$ cat src/rtl/eth_tx_frame_gen_if.sv
// eth_tx_frame_gen_if: valid/ready byte stream from the frame generator into the MAC TX input
interface eth_tx_frame_gen_if;
    logic [7:0] tx_data;
    logic       tx_valid;
    logic       tx_ready;
    logic       tx_last;
    modport master (output tx_data, output tx_valid, output tx_last, input tx_ready);
    modport slave (input tx_data, input tx_valid, input tx_last, output tx_ready);
endinterface

$ cat src/rtl/eth_tx_frame_gen.sv
// eth_tx_frame_gen: Ethernet II test-frame source (header, sequence number, pattern payload); define TXGEN_REPEAT_EN to add repeat_en for continuous frames
module eth_tx_frame_gen #(
    parameter logic [47:0] DST_MAC     = 48'hFFFF_FFFF_FFFF,
    parameter logic [47:0] SRC_MAC     = 48'h0200_0000_0001,
    parameter logic [15:0] ETHERTYPE   = 16'h88B5,
    parameter int          PAYLOAD_LEN = 46,
    parameter int          GAP_CYCLES  = 24
) (
    input  logic               clk_mac,
    input  logic               rst,
    input  logic               start,
    input  logic [7:0]         pattern,
`ifdef TXGEN_REPEAT_EN
    input  logic               repeat_en,
`endif
    output logic               busy,
    output logic [15:0]        frame_count,
    eth_tx_frame_gen_if.master tx
);
    localparam logic [111:0] HDR_BYTES = {DST_MAC, SRC_MAC, ETHERTYPE};
    localparam logic [10:0]  LAST      = 11'(14 + PAYLOAD_LEN - 1);
    localparam logic [15:0]  GAP_M1    = 16'(GAP_CYCLES - 1);
    typedef enum logic [1:0] {IDLE, HDR, PAYLOAD, GAP} state_t;
    state_t      r_state, w_state;
    logic [10:0] r_idx, w_idx;
    logic [7:0]  r_pat, w_pat, r_data, w_data;
    logic        r_valid, w_valid, r_last, w_last, r_busy;
    logic [15:0] r_cnt, w_cnt, r_gap, w_gap;
    logic        w_acc, w_go, w_rep;
`ifdef TXGEN_REPEAT_EN
    assign w_rep = repeat_en;
`else
    assign w_rep = 1'b0;
`endif
    // Byte at frame position b: 14 header bytes MSB first, then sequence number, then pattern ramp
    function automatic logic [7:0] beat_byte(input logic [10:0] b, input logic [7:0] pat, input logic [15:0] cnt);
        return (b < 11'd14) ? HDR_BYTES[7'd111 - {b[3:0], 3'b000} -: 8] :
               (b == 11'd14) ? cnt[15:8] :
               (b == 11'd15) ? cnt[7:0] : pat + b[7:0] - 8'd16;
    endfunction
    // Next-state logic: advance the beat on accept, close the frame on tx_last, time the gap
    always_comb begin
        w_state = r_state;
        w_idx   = r_idx;
        w_pat   = r_pat;
        w_data  = r_data;
        w_valid = r_valid;
        w_last  = r_last;
        w_cnt   = r_cnt;
        w_gap   = r_gap;
        w_acc   = r_valid && tx.tx_ready;
        w_go    = 1'b0;
        case (r_state)
            IDLE: w_go = start;
            HDR, PAYLOAD: begin
                if (w_acc && r_idx == LAST) begin
                    w_state = GAP;
                    w_valid = 1'b0;
                    w_last  = 1'b0;
                    w_data  = 8'h00;
                    w_cnt   = r_cnt + 16'd1;
                    w_gap   = 16'd0;
                end else if (w_acc) begin
                    w_idx   = r_idx + 11'd1;
                    w_data  = beat_byte(w_idx, r_pat, r_cnt);
                    w_last  = (w_idx == LAST);
                    w_state = (w_idx < 11'd14) ? HDR : PAYLOAD;
                end
            end
            GAP: begin
                w_gap = r_gap + 16'd1;
                if (r_gap == GAP_M1) begin
                    w_gap   = 16'd0;
                    w_state = IDLE;
                    w_go    = w_rep;
                end
            end
            default: w_state = IDLE;
        endcase
        if (w_go) begin
            w_state = HDR;
            w_idx   = 11'd0;
            w_pat   = pattern;
            w_data  = HDR_BYTES[111:104];
            w_valid = 1'b1;
            w_last  = 1'b0;
        end
    end
    // State and output registers; reset truncates any frame in flight
    always_ff @(posedge clk_mac) begin
        if (rst) begin
            r_state <= IDLE;
            r_idx   <= 11'd0;
            r_pat   <= 8'h00;
            r_data  <= 8'h00;
            r_valid <= 1'b0;
            r_last  <= 1'b0;
            r_cnt   <= 16'd0;
            r_gap   <= 16'd0;
            r_busy  <= 1'b0;
        end else begin
            r_state <= w_state;
            r_idx   <= w_idx;
            r_pat   <= w_pat;
            r_data  <= w_data;
            r_valid <= w_valid;
            r_last  <= w_last;
            r_cnt   <= w_cnt;
            r_gap   <= w_gap;
            r_busy  <= (w_state != IDLE);
        end
    end
    assign tx.tx_data   = r_data;
    assign tx.tx_valid  = r_valid;
    assign tx.tx_last   = r_last;
    assign busy         = r_busy;
    assign frame_count  = r_cnt;
endmodule

$ cat src/flat_wrapper.sv
// flat-port wrapper written by rule: the top's interface ports become plain ports
module eth_tx_frame_gen_flat 
#(
    parameter logic [47:0] DST_MAC     = 48'hFFFF_FFFF_FFFF,
    parameter logic [47:0] SRC_MAC     = 48'h0200_0000_0001,
    parameter logic [15:0] ETHERTYPE   = 16'h88B5,
    parameter int          PAYLOAD_LEN = 46,
    parameter int          GAP_CYCLES  = 24
)
  (clk_mac, rst, start, pattern, busy, frame_count, tx_tx_data, tx_tx_valid, tx_tx_last, tx_tx_ready);
  eth_tx_frame_gen_if tx_i ();
  input  logic clk_mac;
  input  logic rst;
  input  logic start;
  input  logic [7:0] pattern;
  output logic busy;
  output logic [15:0] frame_count;
  output wire logic [$bits(tx_i.tx_data)-1:0] tx_tx_data;
  output wire logic [$bits(tx_i.tx_valid)-1:0] tx_tx_valid;
  output wire logic [$bits(tx_i.tx_last)-1:0] tx_tx_last;
  input wire logic [$bits(tx_i.tx_ready)-1:0] tx_tx_ready;
  assign tx_tx_data = tx_i.tx_data;
  assign tx_tx_valid = tx_i.tx_valid;
  assign tx_tx_last = tx_i.tx_last;
  assign tx_i.tx_ready = tx_tx_ready;
  eth_tx_frame_gen #(.DST_MAC(DST_MAC), .SRC_MAC(SRC_MAC), .ETHERTYPE(ETHERTYPE), .PAYLOAD_LEN(PAYLOAD_LEN), .GAP_CYCLES(GAP_CYCLES)) u_core (.clk_mac(clk_mac), .rst(rst), .start(start), .pattern(pattern), .busy(busy), .frame_count(frame_count), .tx(tx_i));
endmodule
$ cat config.mk
export PLATFORM = sky130hd
export DESIGN_NAME = eth_tx_frame_gen_flat
export DESIGN_NICKNAME = d
export VERILOG_FILES = /design/src/rtl/eth_tx_frame_gen_if.sv /design/src/rtl/eth_tx_frame_gen.sv /design/src/flat_wrapper.sv
export SDC_FILE = /design/constraint.sdc
export NUM_CORES = 1
export LEC_CHECK = 0
export ABC_AREA = 0
export CAP_MARGIN = 10
export CORE_MARGIN = 1.5
export CORE_UTILIZATION = 38
export CTS_BUF_LIST = sky130_fd_sc_hd__clkbuf_4
export DETAILED_ROUTE_END_ITERATION = 16
export PLACE_DENSITY = 0.53
export SLEW_MARGIN = 15
export SYNTH_ARGS = -nofsm -noshare
export SYNTH_HDL_FRONTEND = slang
export SYNTH_SLANG_ARGS = --single-unit
$ cat constraint.sdc
create_clock -name clk_mac -period 4.07 [get_ports clk_mac]
set_input_delay 0.6105 -clock clk_mac [delete_from_list [all_inputs] [get_ports clk_mac]]
set_output_delay 0.6105 -clock clk_mac [all_outputs]
set_load 0.01 [all_outputs]
Word level (Yosys, flattened, before mapping)
Cells that the tools add are included.
{"block": "classes", "bitwise_logic": 1, "n_lt_le_gt_ge": 1, "addsub": 6, "muxes": 22, "n_eq_ne": 9, "n_reduce_logical": 17, "n_shift": 1}
{"operator": "$shiftx A119 B8 Y8 const A", "count": 1}
{"operator": "$mux W8", "count": 7}
{"operator": "$add A16 B1 Y16 const B", "count": 2}
{"operator": "$mux W16", "count": 2}
{"operator": "$pmux W16 S2", "count": 1}
{"operator": "$eq A11 B4 Y1 const B", "count": 2}
{"operator": "$eq A11 B6 Y1 const B", "count": 2}
{"operator": "$eq A16 B5 Y1 const B", "count": 1}
{"operator": "$add A11 B1 Y11 const B", "count": 1}
{"operator": "$lt A11 B4 Y1 const B", "count": 1}
{"operator": "$mux W2", "count": 5}
{"operator": "$reduce_and A2 Y1", "count": 5}
{"operator": "$reduce_bool A2 Y1", "count": 5}
{"operator": "$add A8 B8 Y8", "count": 1}
{"operator": "$sub A8 B5 Y8 const B", "count": 1}
{"operator": "$sub A7 B7 Y7 const A", "count": 1}
{"operator": "$mux W1", "count": 6}
{"operator": "$eq A2 B2 Y1 const B", "count": 2}
{"operator": "$pmux W2 S2", "count": 1}
{"operator": "$reduce_or A2 Y1", "count": 2}
{"operator": "$reduce_and A3 Y1", "count": 1}
{"operator": "$reduce_bool A3 Y1", "count": 1}
{"operator": "$eq A2 B1 Y1 const B", "count": 1}
{"operator": "$logic_and A1 B1 Y1", "count": 2}
{"operator": "3 further kinds", "count": 3}
{"block": "word_totals", "output_inout_bits": 27, "elab_cells": 66, "ff_bits": 64, "input_bits": 12}

Logic depth before layout (Yosys ltp)
Gate-level depths: netlist of the first run.
{"block": "depth", "word_depth": 10, "depth_mapped": 13, "depth_no_buf": 13}

Least setup slack after synthesis of the first run
Ideal clock, no wire load.
{"block": "synth_timing", "kind": "register -> register", "startpoint": "register u_core.r_idx[0]", "endpoint": "register u_core.r_data[7], in the netlist u_core.tx.tx_data[7]", "setup_ns": 0.095, "path_buffers": 0, "slack_ns": 1.195, "synth_period_minus_slack_ns": 2.875, "t_required_ns": 3.975, "stages_incl_launch_ff": 14, "arrival_ns": 2.780, "cell_sequence": "dfxtp_1 ha_1 xnor2_1 inv_1 ha_1 inv_1 fa_1 inv_1 a21o_1 a21oi_1 o21ai_0 xnor2_1 o22ai_1 a221oi_1"}
{"block": "synth_between", "elab_chain_len": 10, "elab_cells_between_ends": 19, "classes_between": "add/sub: 4; order compare: 1; eq/ne: 3; shift: 1; mux: 7; reduce/logical: 3"}
{"element": "start, declared", "line": "eth_tx_frame_gen.sv:25", "text": "logic [10:0] r_idx, w_idx;"}
{"element": "start signal, assigned", "line": "eth_tx_frame_gen.sv:103", "text": "r_idx <= w_idx;"}
{"element": "$add A11 B1 Y11", "line": "eth_tx_frame_gen.sv:64", "text": "w_idx = r_idx + 11'd1;"}
{"element": "$add A8 B8 Y8", "line": "eth_tx_frame_gen.sv:39", "text": "(b == 11'd15) ? cnt[7:0] : pat + b[7:0] - 8'd16;"}
{"element": "$sub A8 B5 Y8", "line": "eth_tx_frame_gen.sv:39"}
{"element": "$mux W8", "line": "eth_tx_frame_gen.sv:39"}
{"element": "$mux W8", "line": "eth_tx_frame_gen.sv:38", "text": "(b == 11'd14) ? cnt[15:8] :"}
{"element": "$mux W8", "line": "eth_tx_frame_gen.sv:37", "text": "return (b < 11'd14) ? HDR_BYTES[7'd111 - {b[3:0], 3'b000} -: 8] :"}
{"element": "$mux W8", "line": "eth_tx_frame_gen.sv:63", "text": "end else if (w_acc) begin"}
{"element": "$mux W8", "line": "eth_tx_frame_gen.sv:56", "text": "if (w_acc && r_idx == LAST) begin"}
{"element": "$mux W8", "line": "eth_tx_frame_gen.sv:53", "text": "case (r_state)"}
{"element": "$mux W8", "line": "eth_tx_frame_gen.sv:80", "text": "if (w_go) begin"}
{"element": "end signal, assigned", "line": "eth_tx_frame_gen.sv:105", "text": "r_data <= w_data;"}
{"element": "end, declared", "line": "eth_tx_frame_gen.sv:26", "text": "logic [7:0] r_pat, w_pat, r_data, w_data;"}
Parallel ways exist; a longest one is shown, timed or not. The select of a mux whose other input is x is not followed.
A chain may end at the register's enable or synchronous reset.

Final worst setup path of the first run
Ends and elaborated chain as after synthesis.

==> flow_summary.ini, run 1 <==
[floorplan]
initial_core_util_pct = 39.1
die-area_sq_um = 10600
num_rows = 36
fp.dieW_microns = 103
io_pins = 39
core_sq_um = 9730
die_h_microns = 103

[clock_tree]
path_clk_slew_ns = 0.10
htreeDepth = 3
clock_latency_ns = 0.42
cts_tree = done
cts_setup_buffers = 0
cts_buffer_depth = 2
cts_sinks = 64
hold_buffers = 0
cts-root-buf = clkbuf_4
ctsResizeCount = 0
cts-buffers-inserted = 9

[critical_path]
critical_path_arrival_ns = 3.57
r2r_slack_ns = 0.82
worstPathMaxFanout = 8
path_class = reg -> reg
end_kind = flip-flop
crit_required_ns = 4.39
crit_path_start_kind = flip-flop

[power]
p_int_mw = 0.826
combPwrFrac_pct = 11.3
power.switching_mw = 0.315
p_per_area_nw_per_um2 = 262
power_frac_seq_pct = 57.4
clockPowerShare_pct = 31.3
ir_drop_mv = 0.106
total_power_mw = 1.14
total_leakage_power_nw = 1.59
switching_share_pct = 27.6

[timing]
rsz0062_at_grt = no
whs_ns = 0.468
worstMarginPinSlew_ns = 0.773
period_minus_slack_ns = 3.25
slew_viol_final = 0
setup_viol = 0
final.setup.tns_ns = 0
relSlewSlack_pct = 48.5
fmax_mhz = 308
finalHoldViolations = 0
final_min_period_over_clock_period_pct = 79.8
setup_slack_ns = 0.822
fin_skew_ns = 0.0113

[status]
status = finished, final reports clean

[global_route]
grt_first_pass_wirelength_mm = 16.0
antenna_found_initial = 0
gr-usage-all-layers_pct = 19.8
grt_overflow = 0
grt_pass1_vias = 3027
grt_max_degree = 29

[logic_synthesis]
syn-num-nets = 481
syn-instance-count = 446
synth_top_area_share_pct = 33.7
async_flop_share_pct = 0
synth_seq_cells = 64
syn_area_per_cell_sq_um = 8.53
synth.most_common_cell = dfxtp_1
synth-warning-count = 0
synth_commonest_cells = 64 x dfxtp_1, 55 x nor2_1, 46 x nand2_1, 25 x xnor2_1, 25 x xor2_1
synth_area_sq_um = 3800
synth-edff-count = 0
yosysSeqAreaShare_pct = 33.7
ys_top_cells_by_area = dfxtp_1 34%, ha_1 7.2%, xnor2_1 5.8%
yosysUniqueCellTypes = 67
synth_area_leader_cell = dfxtp_1
dominantRegCellSynth = dfxtp_1

[detailed_routing]
num_vias = 3244
vias_per_cell = 5.26
drt_pass1_iterations = 4
drcViolationCount = 0
totalWireLength_mm = 9.80
drtIter0Drc = 138
detail_route.wl_per_cell_microns = 15.9
ant_nets = 0

[finish]
fin_nets = 515
diodes = 0
layout-drive-gt1-share_pct = 8.47
fin_area_sq_um = 4360
area_delta_synth_final_pct = 14.6

[placed_design]
hpwl_mm = 7.03
dpl_cell_area_sq_um = 4260
port_buffers = 38
place_congestion = 0.854
place_ws_ns = 0.850

[worst_hold_path]
worstHoldPathType = reg -> reg

[job]
cap_viol_max_count = 0
cells in the final DEF, fill, tap and decap left out, drive strengths merged, types with 12 or more instances in the layout:
| cell | count |
|---|---|
| dfxtp | 64 |
| xnor2 | 25 |
| a21oi | 27 |
| nand2 | 47 |
| nor2 | 57 |
| clkdlybuf4s50 | 38 |
| nand3 | 15 |
| ha | 22 |
| inv | 19 |
| xor2 | 25 |
| nor3 | 12 |
worst max-delay path, stage by stage (launching register included):
cell	delay, ns
dfxtp_1	0.40
ha_1	0.33
xnor2_1	0.47
inv_1	0.15
ha_1	0.33
inv_1	0.06
fa_1	0.46
inv_1	0.07
a21o_1	0.10
a21oi_1	0.08
o21ai_0	0.23
xnor2_1	0.16
o22ai_1	0.09
a221oi_1	0.23
per-stage QoR:
stage / util, % / cells
2_1_floorplan: - / 446
3_3_place_gp: 43.8 / 602
3_5_place_dp: 43.8 / 602
4_1_cts: 44.8 / 617
5_1_grt: 44.8 / 617
6_report: 44.8 / 617
flip-flops by register name, indices dropped and copies added, names as in the netlist:
| signal | count |
|---|---|
| u_core.frame_count | 16 |
| u_core.r_gap | 16 |
| u_core.r_idx | 11 |
| u_core.r_pat | 8 |
| u_core.tx.tx_data | 8 |
| u_core.r_state | 2 |
| u_core.busy | 1 |
| u_core.tx.tx_last | 1 |
| u_core.tx.tx_valid | 1 |
final timing paths:
check / startpoint / endpoint / depth (start not counted)
setup / recovery: u_core.r_idx[0] / u_core.tx.tx_data[7] / 13
hold / removal: u_core.r_pat[3] / u_core.r_pat[3] / 2
setup reg to reg: u_core.r_idx[0] / u_core.tx.tx_data[7] / 13
hold reg to reg: u_core.r_pat[3] / u_core.r_pat[3] / 2
power by group through the flow:
stage	logic (mW)	clock network, mW	registers, mW
3_5_place_dp	0.129	0	0.669
3_3_place_gp	0.128	0	0.670
5_1_grt	0.141	0.400	0.657
4_1_cts	0.130	0.373	0.655
2_1_floorplan	0.0734	0	0.670
6_report	0.129	0.357	0.655
layout make-up:
cell class                      count  area [sq um]
Clock buffer                       10          75.1
Clock inverter                      5          25.0
Fill cell                        1026          5370
Inverter                           19          71.3
Multi-Input combinational cell    345          2340
Sequential cell                    64          1280
Tap cell                          133           166
Timing Repair Buffer               41           403
routing by layer:
layer	share of wire, %	global-route usage (%)	routed length [microns]
met2	44	29.4	4360
met4	0.64	8.11	63
met5	0	0	0
met1	51	28.1	5000
met3	3.9	3.66	384
logic make-up (layout without fill, tap and decap cells):
group,Yosys count,in the layout,synth area share [%]
AOI/OAI and AO/OA,90,90,16.9
muxes,3,3,0.790
adders and majority gates,23,23,7.77
xor gates and xnor gates,50,50,11.5
buffers and inverters,37,75,4.84
and+or+nand+nor,179,179,24.5
DFF,64,64,33.7
No activity file was read; power rests on OpenSTA's default activity.
==> run 2: changes to the inputs <==
==> constraint.sdc (replaced) <==
create_clock -name clk_mac -period 3.4 [get_ports clk_mac]
set_input_delay 0.51 -clock clk_mac [delete_from_list [all_inputs] [get_ports clk_mac]]
set_output_delay 0.51 -clock clk_mac [all_outputs]
set_load 0.01 [all_outputs]
==> flow_summary.ini, run 2 (synthesized netlist as in run 1, its figures left out) <==
[finish]
final_util_pct = 45.6
mostFrequentLayoutCells = 64 x dfxtp_1, 55 x nor2_1, 46 x nand2_1, 38 x clkdlybuf4s50_1, 25 x xor2_1
fin_nets = 518
diodes = 0
layout_commonest_cell = dfxtp_1
fin_area_sq_um = 4430
area_delta_synth_final_pct = 16.6
layout-drive-gt1-share_pct = 9.47

[power]
total_leakage_power_nw = 1.62
ir_drop_mv = 0.130
p_per_area_nw_per_um2 = 341

[floorplan]
die_h_microns = 103
num_rows = 36
initial_core_util_pct = 39.1
die-area_sq_um = 10600
io_pins = 39
core_sq_um = 9730
fp.dieW_microns = 103

[timing]
period_minus_slack_ns = 3.05
final_min_period_over_clock_period_pct = 89.6
fin_skew_ns = 0.0157
whs_ns = 0.463
slew_viol_final = 0
relSlewSlack_pct = 60.7
worstMarginPinSlew_ns = 0.587
setup_viol = 0
rsz0062_at_grt = no
finalHoldViolations = 0
final.setup.tns_ns = 0
fmax_mhz = 328

[global_route]
grt_first_pass_wirelength_mm = 15.9
antenna_found_initial = 0
grt_overflow = 0
gr-usage-all-layers_pct = 19.9
grt_pass1_vias = 3064
grt_max_degree = 17

[clock_tree]
cts_sinks = 64
cts_buffer_depth = 2
cts_tree = done
htreeDepth = 3
clock_latency_ns = 0.43
path_clk_slew_ns = 0.10
cts-root-buf = clkbuf_4
cts-buffers-inserted = 9
hold_buffers = 0

[job]
cap_viol_max_count = 0

[detailed_routing]
num_vias = 3264
totalWireLength_mm = 9.74
vias_per_cell = 5.27
ant_nets = 0
drt_pass1_iterations = 5
detail_route.wl_per_cell_microns = 15.7
drcViolationCount = 0
drtIter0Drc = 205

[placed_design]
place_congestion = 0.843
hpwl_mm = 7.16
dpl_cell_area_sq_um = 4280
port_buffers = 38

[worst_hold_path]
worstHoldPathType = reg -> reg
hold_path_depth = 2

[critical_path]
end_kind = flip-flop
crit_required_ns = 3.73
critical_path_arrival_ns = 3.38
path_class = reg -> reg
worstPathMaxFanout = 7
ff2ff_path_depth = 11
crit_path_start_kind = flip-flop

[status]
status = finished, final reports clean
[run 2: timing repair]
action                     CTS  global route
setup buffers                0             0
setup endpoints to repair    0             1
resized for setup            0             2
[run 2: worst max-delay path: stages, from the launching register on]
cell and delay, ns:
dfxtp_1 0.54, nand3_2 0.17, xor2_1 0.51, inv_2 0.09, ha_1 0.29, ha_1 0.34
a21o_1 0.18, a21oi_1 0.21, o21ai_0 0.14, xnor2_1 0.15, o22ai_1 0.08, a221oi_1 0.25
[run 2: through the flow]
stage	setup WS [ns]	instances	power, mW
floorplan	0.525	446	0.890
global placement	0.328	605	0.959
detailed placement	0.211	605	0.959
CTS	0.184	619	1.53
global route	0.0144	619	1.58
finish	0.354	619	1.51
[run 2: layer usage]
metal  track usage, %  vias to the layer above  routed length [microns]
li1                 -                     1660                        -
met1             28.3                     1526                     4960
met2             29.7                       69                     4260
met3             3.12                        9                      387
met4             8.52                        0                      135
met5                0                        -                        0
[run 2: final timing paths]
check	end	start	slack, ns
worst max-delay path	u_core.tx.tx_data[7]	u_core.r_idx[2]	0.35
worst min-delay path	u_core.r_pat[4]	u_core.r_pat[4]	0.46
worst max register to register	u_core.tx.tx_data[7]	u_core.r_idx[2]	0.35
worst min register to register	u_core.r_pat[4]	u_core.r_pat[4]	0.46
[run 2: layout make-up]
class / count / area (sq um)
fillers: 994 / 5300
multi-input cells: 345 / 2350
flip-flops and latches: 64 / 1280
repair buffers: 44 / 425
well taps: 133 / 166
clock inverters: 5 / 73.8
inverters: 19 / 71.3
clock buffers: 9 / 67.6
[run 2: power breakdown]
group          leakage, nW  internal, mW  switching, mW
combinational         1.02        0.0743         0.0827
sequential           0.520         0.769         0.0154
clock               0.0791         0.286          0.284
total                 1.62          1.13          0.382
==> patch, RTL diff (config.mk and constraints of run 1) <==
Encoding of `state_t`: now one-hot (4 bits for 4 states).
--- a/src/rtl/eth_tx_frame_gen.sv
+++ b/src/rtl/eth_tx_frame_gen.sv
@@ -20,7 +20,7 @@
     localparam logic [111:0] HDR_BYTES = {DST_MAC, SRC_MAC, ETHERTYPE};
     localparam logic [10:0]  LAST      = 11'(14 + PAYLOAD_LEN - 1);
     localparam logic [15:0]  GAP_M1    = 16'(GAP_CYCLES - 1);
-    typedef enum logic [1:0] {IDLE, HDR, PAYLOAD, GAP} state_t;
+    typedef enum logic [3:0] {IDLE = 4'b0001, HDR = 4'b0010, PAYLOAD = 4'b0100, GAP = 4'b1000} state_t;
     state_t      r_state, w_state;
     logic [10:0] r_idx, w_idx;
     logic [7:0]  r_pat, w_pat, r_data, w_data;
Check against the original RTL: no difference found for any inputs over 10 cycles, from zero or initial values and one cycle with rst high; not proved beyond that.
==> patch against run 1 <==
  * Critical path depth shrank 1
  * Sequential cell count up 2
  * Die area up 6.1%
  * Area after synthesis is 6.3% higher
  * Hold slack worse by 0.0045 ns
  * Maximum frequency decreased by 0.60%
  * Routed wire length is 6.9% higher
  * First-iteration DRC count increased by 36%
  * Final area grew 6.0%
  * Setup slack worse by 0.020 ns
  * Power increased by 9.9%
  * Combinational power fell by 6%
  * Count of clock-buffer cells in the layout is 1 lower
  * Largest power group unchanged
==> patch: results (changes against run 1) <==
{| class="wikitable"
! Metric !! Value
|-
| Slowest Stage Delay on Critical Path || 0.57 ns (+0.10 ns)
|-
| Via density per instance || 5.40 (+2.7%)
|-
| Fraction of power consumed by combinational cells || 9.6% (-1.7 points)
|-
| Setup Slack @ Placement || 0.855 ns (+0.00504 ns)
|-
| Violation count after the first detailed-routing iteration || 187 (+36%)
|-
| NumNets Final || 567 (+10%)
|-
| Number of inserted filler cells in the final layout || 1041 (+1.5%)
|-
| Global-route wire length before repair || 17700 microns (+11%)
|-
| Arr. time, crit path || 3.55 ns (-0.02 ns)
|-
| Ratio of cells with drive above 1 in the final layout || 6.13% (-2.3 points)
|-
| Count of unique library cells instantiated by Yosys || 60 (-10%)
|-
| Gpl congestion || 0.895 (+4.8%)
|-
| Cell at the slowest stage of the critical path || dfxtp_1
|-
| Outcome || finished, final reports clean
|-
| Final HPWL DP || 7700 microns (+9.6%)
|-
| Sequential fraction of the synthesis area || 32.7% (-1.0 points)
|-
| Normalized max-slew margin || 50.5% (+2.1 points)
|-
| Net switching fraction of the power || 27.3% (-0.38 points)
|-
| Post-cts resize count || 0 (unchanged)
|-
| Total global-route track usage || 19.7% (-0.081 points)
|-
| Worst voltage drop across the vdd grid || 123 uV (+16%)
|-
| CTS clock-pin slew for the worst setup and hold paths || 0.12 ns (+0.02 ns)
|-
| Clock Tree Root || clkbuf_4
|-
| Pleak || 1.76 nW (+11%)
|-
| Average instance area after synthesis || 7.96 sq um (-6.7%)
|-
| Post-DR wirelength/cell || 15.5 microns (-2.1%)
|-
| Total nets after synthesis || 542 (+13%)
|-
| Most area-consuming cells after synthesis || dfxtp_1 (33%), ha_1 (6.5%), a21oi_1 (6.1%), nand2_1 (4.6%), nor2_1 (4.6%)
|-
| Clock group share of total power || 36.7% (+5.4 points)
|-
| Number of global-route vias before repair || 3579 (+18%)
|-
| Largest driver fanout on the critical path || 13 (+5)
|-
| CTS buffer count || 9 (unchanged)
|-
| Placed insts || 658 (+9.3%)
|-
| Clock Skews || 0.0188 ns (+0.00746 ns)
|-
| Cell area after placement || 4480 sq um (+5.1%)
|-
| Warnings from Yosys || 0 (unchanged)
|-
| Top cells by instance count after synthesis || dfxtp_1 (66), a21oi_1 (49), nand2_1 (49), nor2_1 (49)
|-
| Total wire length || 10500 microns (+6.9%)
|-
| Largest net degree at the start of global routing || 31 (+6.9%)
|}
-- patch: worst paths after layout --
path                                  startpoint                                end  slack [ns]  depth (start not counted)
hold / removal    u_core.tx.tx_last$_SDFFE_PP0P_     u_core.tx.tx_last$_SDFFE_PP0P_        0.46                          2
setup / recovery    u_core.r_idx[0]$_SDFFE_PP0P_  u_core.tx.tx_data[7]$_SDFFE_PP0P_        0.80                         12
hold reg to reg   u_core.tx.tx_last$_SDFFE_PP0P_     u_core.tx.tx_last$_SDFFE_PP0P_        0.46                          2
setup reg to reg    u_core.r_idx[0]$_SDFFE_PP0P_  u_core.tx.tx_data[7]$_SDFFE_PP0P_        0.80                         12
-- patch: layout make-up --
| class | count | area share, % |
|---|---|---|
| inverters | 26 | 2.11 |
| clock inverters | 7 | 1.68 |
| well taps | 136 | 3.68 |
| repair buffers | 42 | 8.77 |
| flip-flops and latches | 66 | 28.6 |
| multi-input cells | 388 | 53.7 |
| clock buffers | 9 | 1.46 |
-- patch: kinds of logic after synthesis --
family | count (synthesis) | share of synthesized area [%]
compound gates | 119 | 18.7
xor+xnor | 36 | 7.80
fa+ha+maj | 22 | 7.00
buf+inv | 54 | 5.88
flops | 66 | 32.7
mux | 7 | 1.73
simple gates | 204 | 26.2
-- patch: stage by stage --
stage | hold WS, ns | util [%] | total power, mW
after global placement | 0.448 | 43.4 | 0.809
after detailed placement | 0.453 | 43.4 | 0.810
after CTS | 0.470 | 44.8 | 1.28
after floorplan | 0.436 | - | 0.756
after global routing | 0.494 | 44.8 | 1.32
final | 0.464 | 44.8 | 1.25
-- patch: per-layer routing --
layer  global-route usage [%]  up-vias  part of all wire, %
met5                        0        -                    0
met4                     8.88        0                  1.9
met3                     3.37       17                  3.8
met2                     30.9       71                   46
met1                     26.4     1707                   49
li1                         -     1843                    -
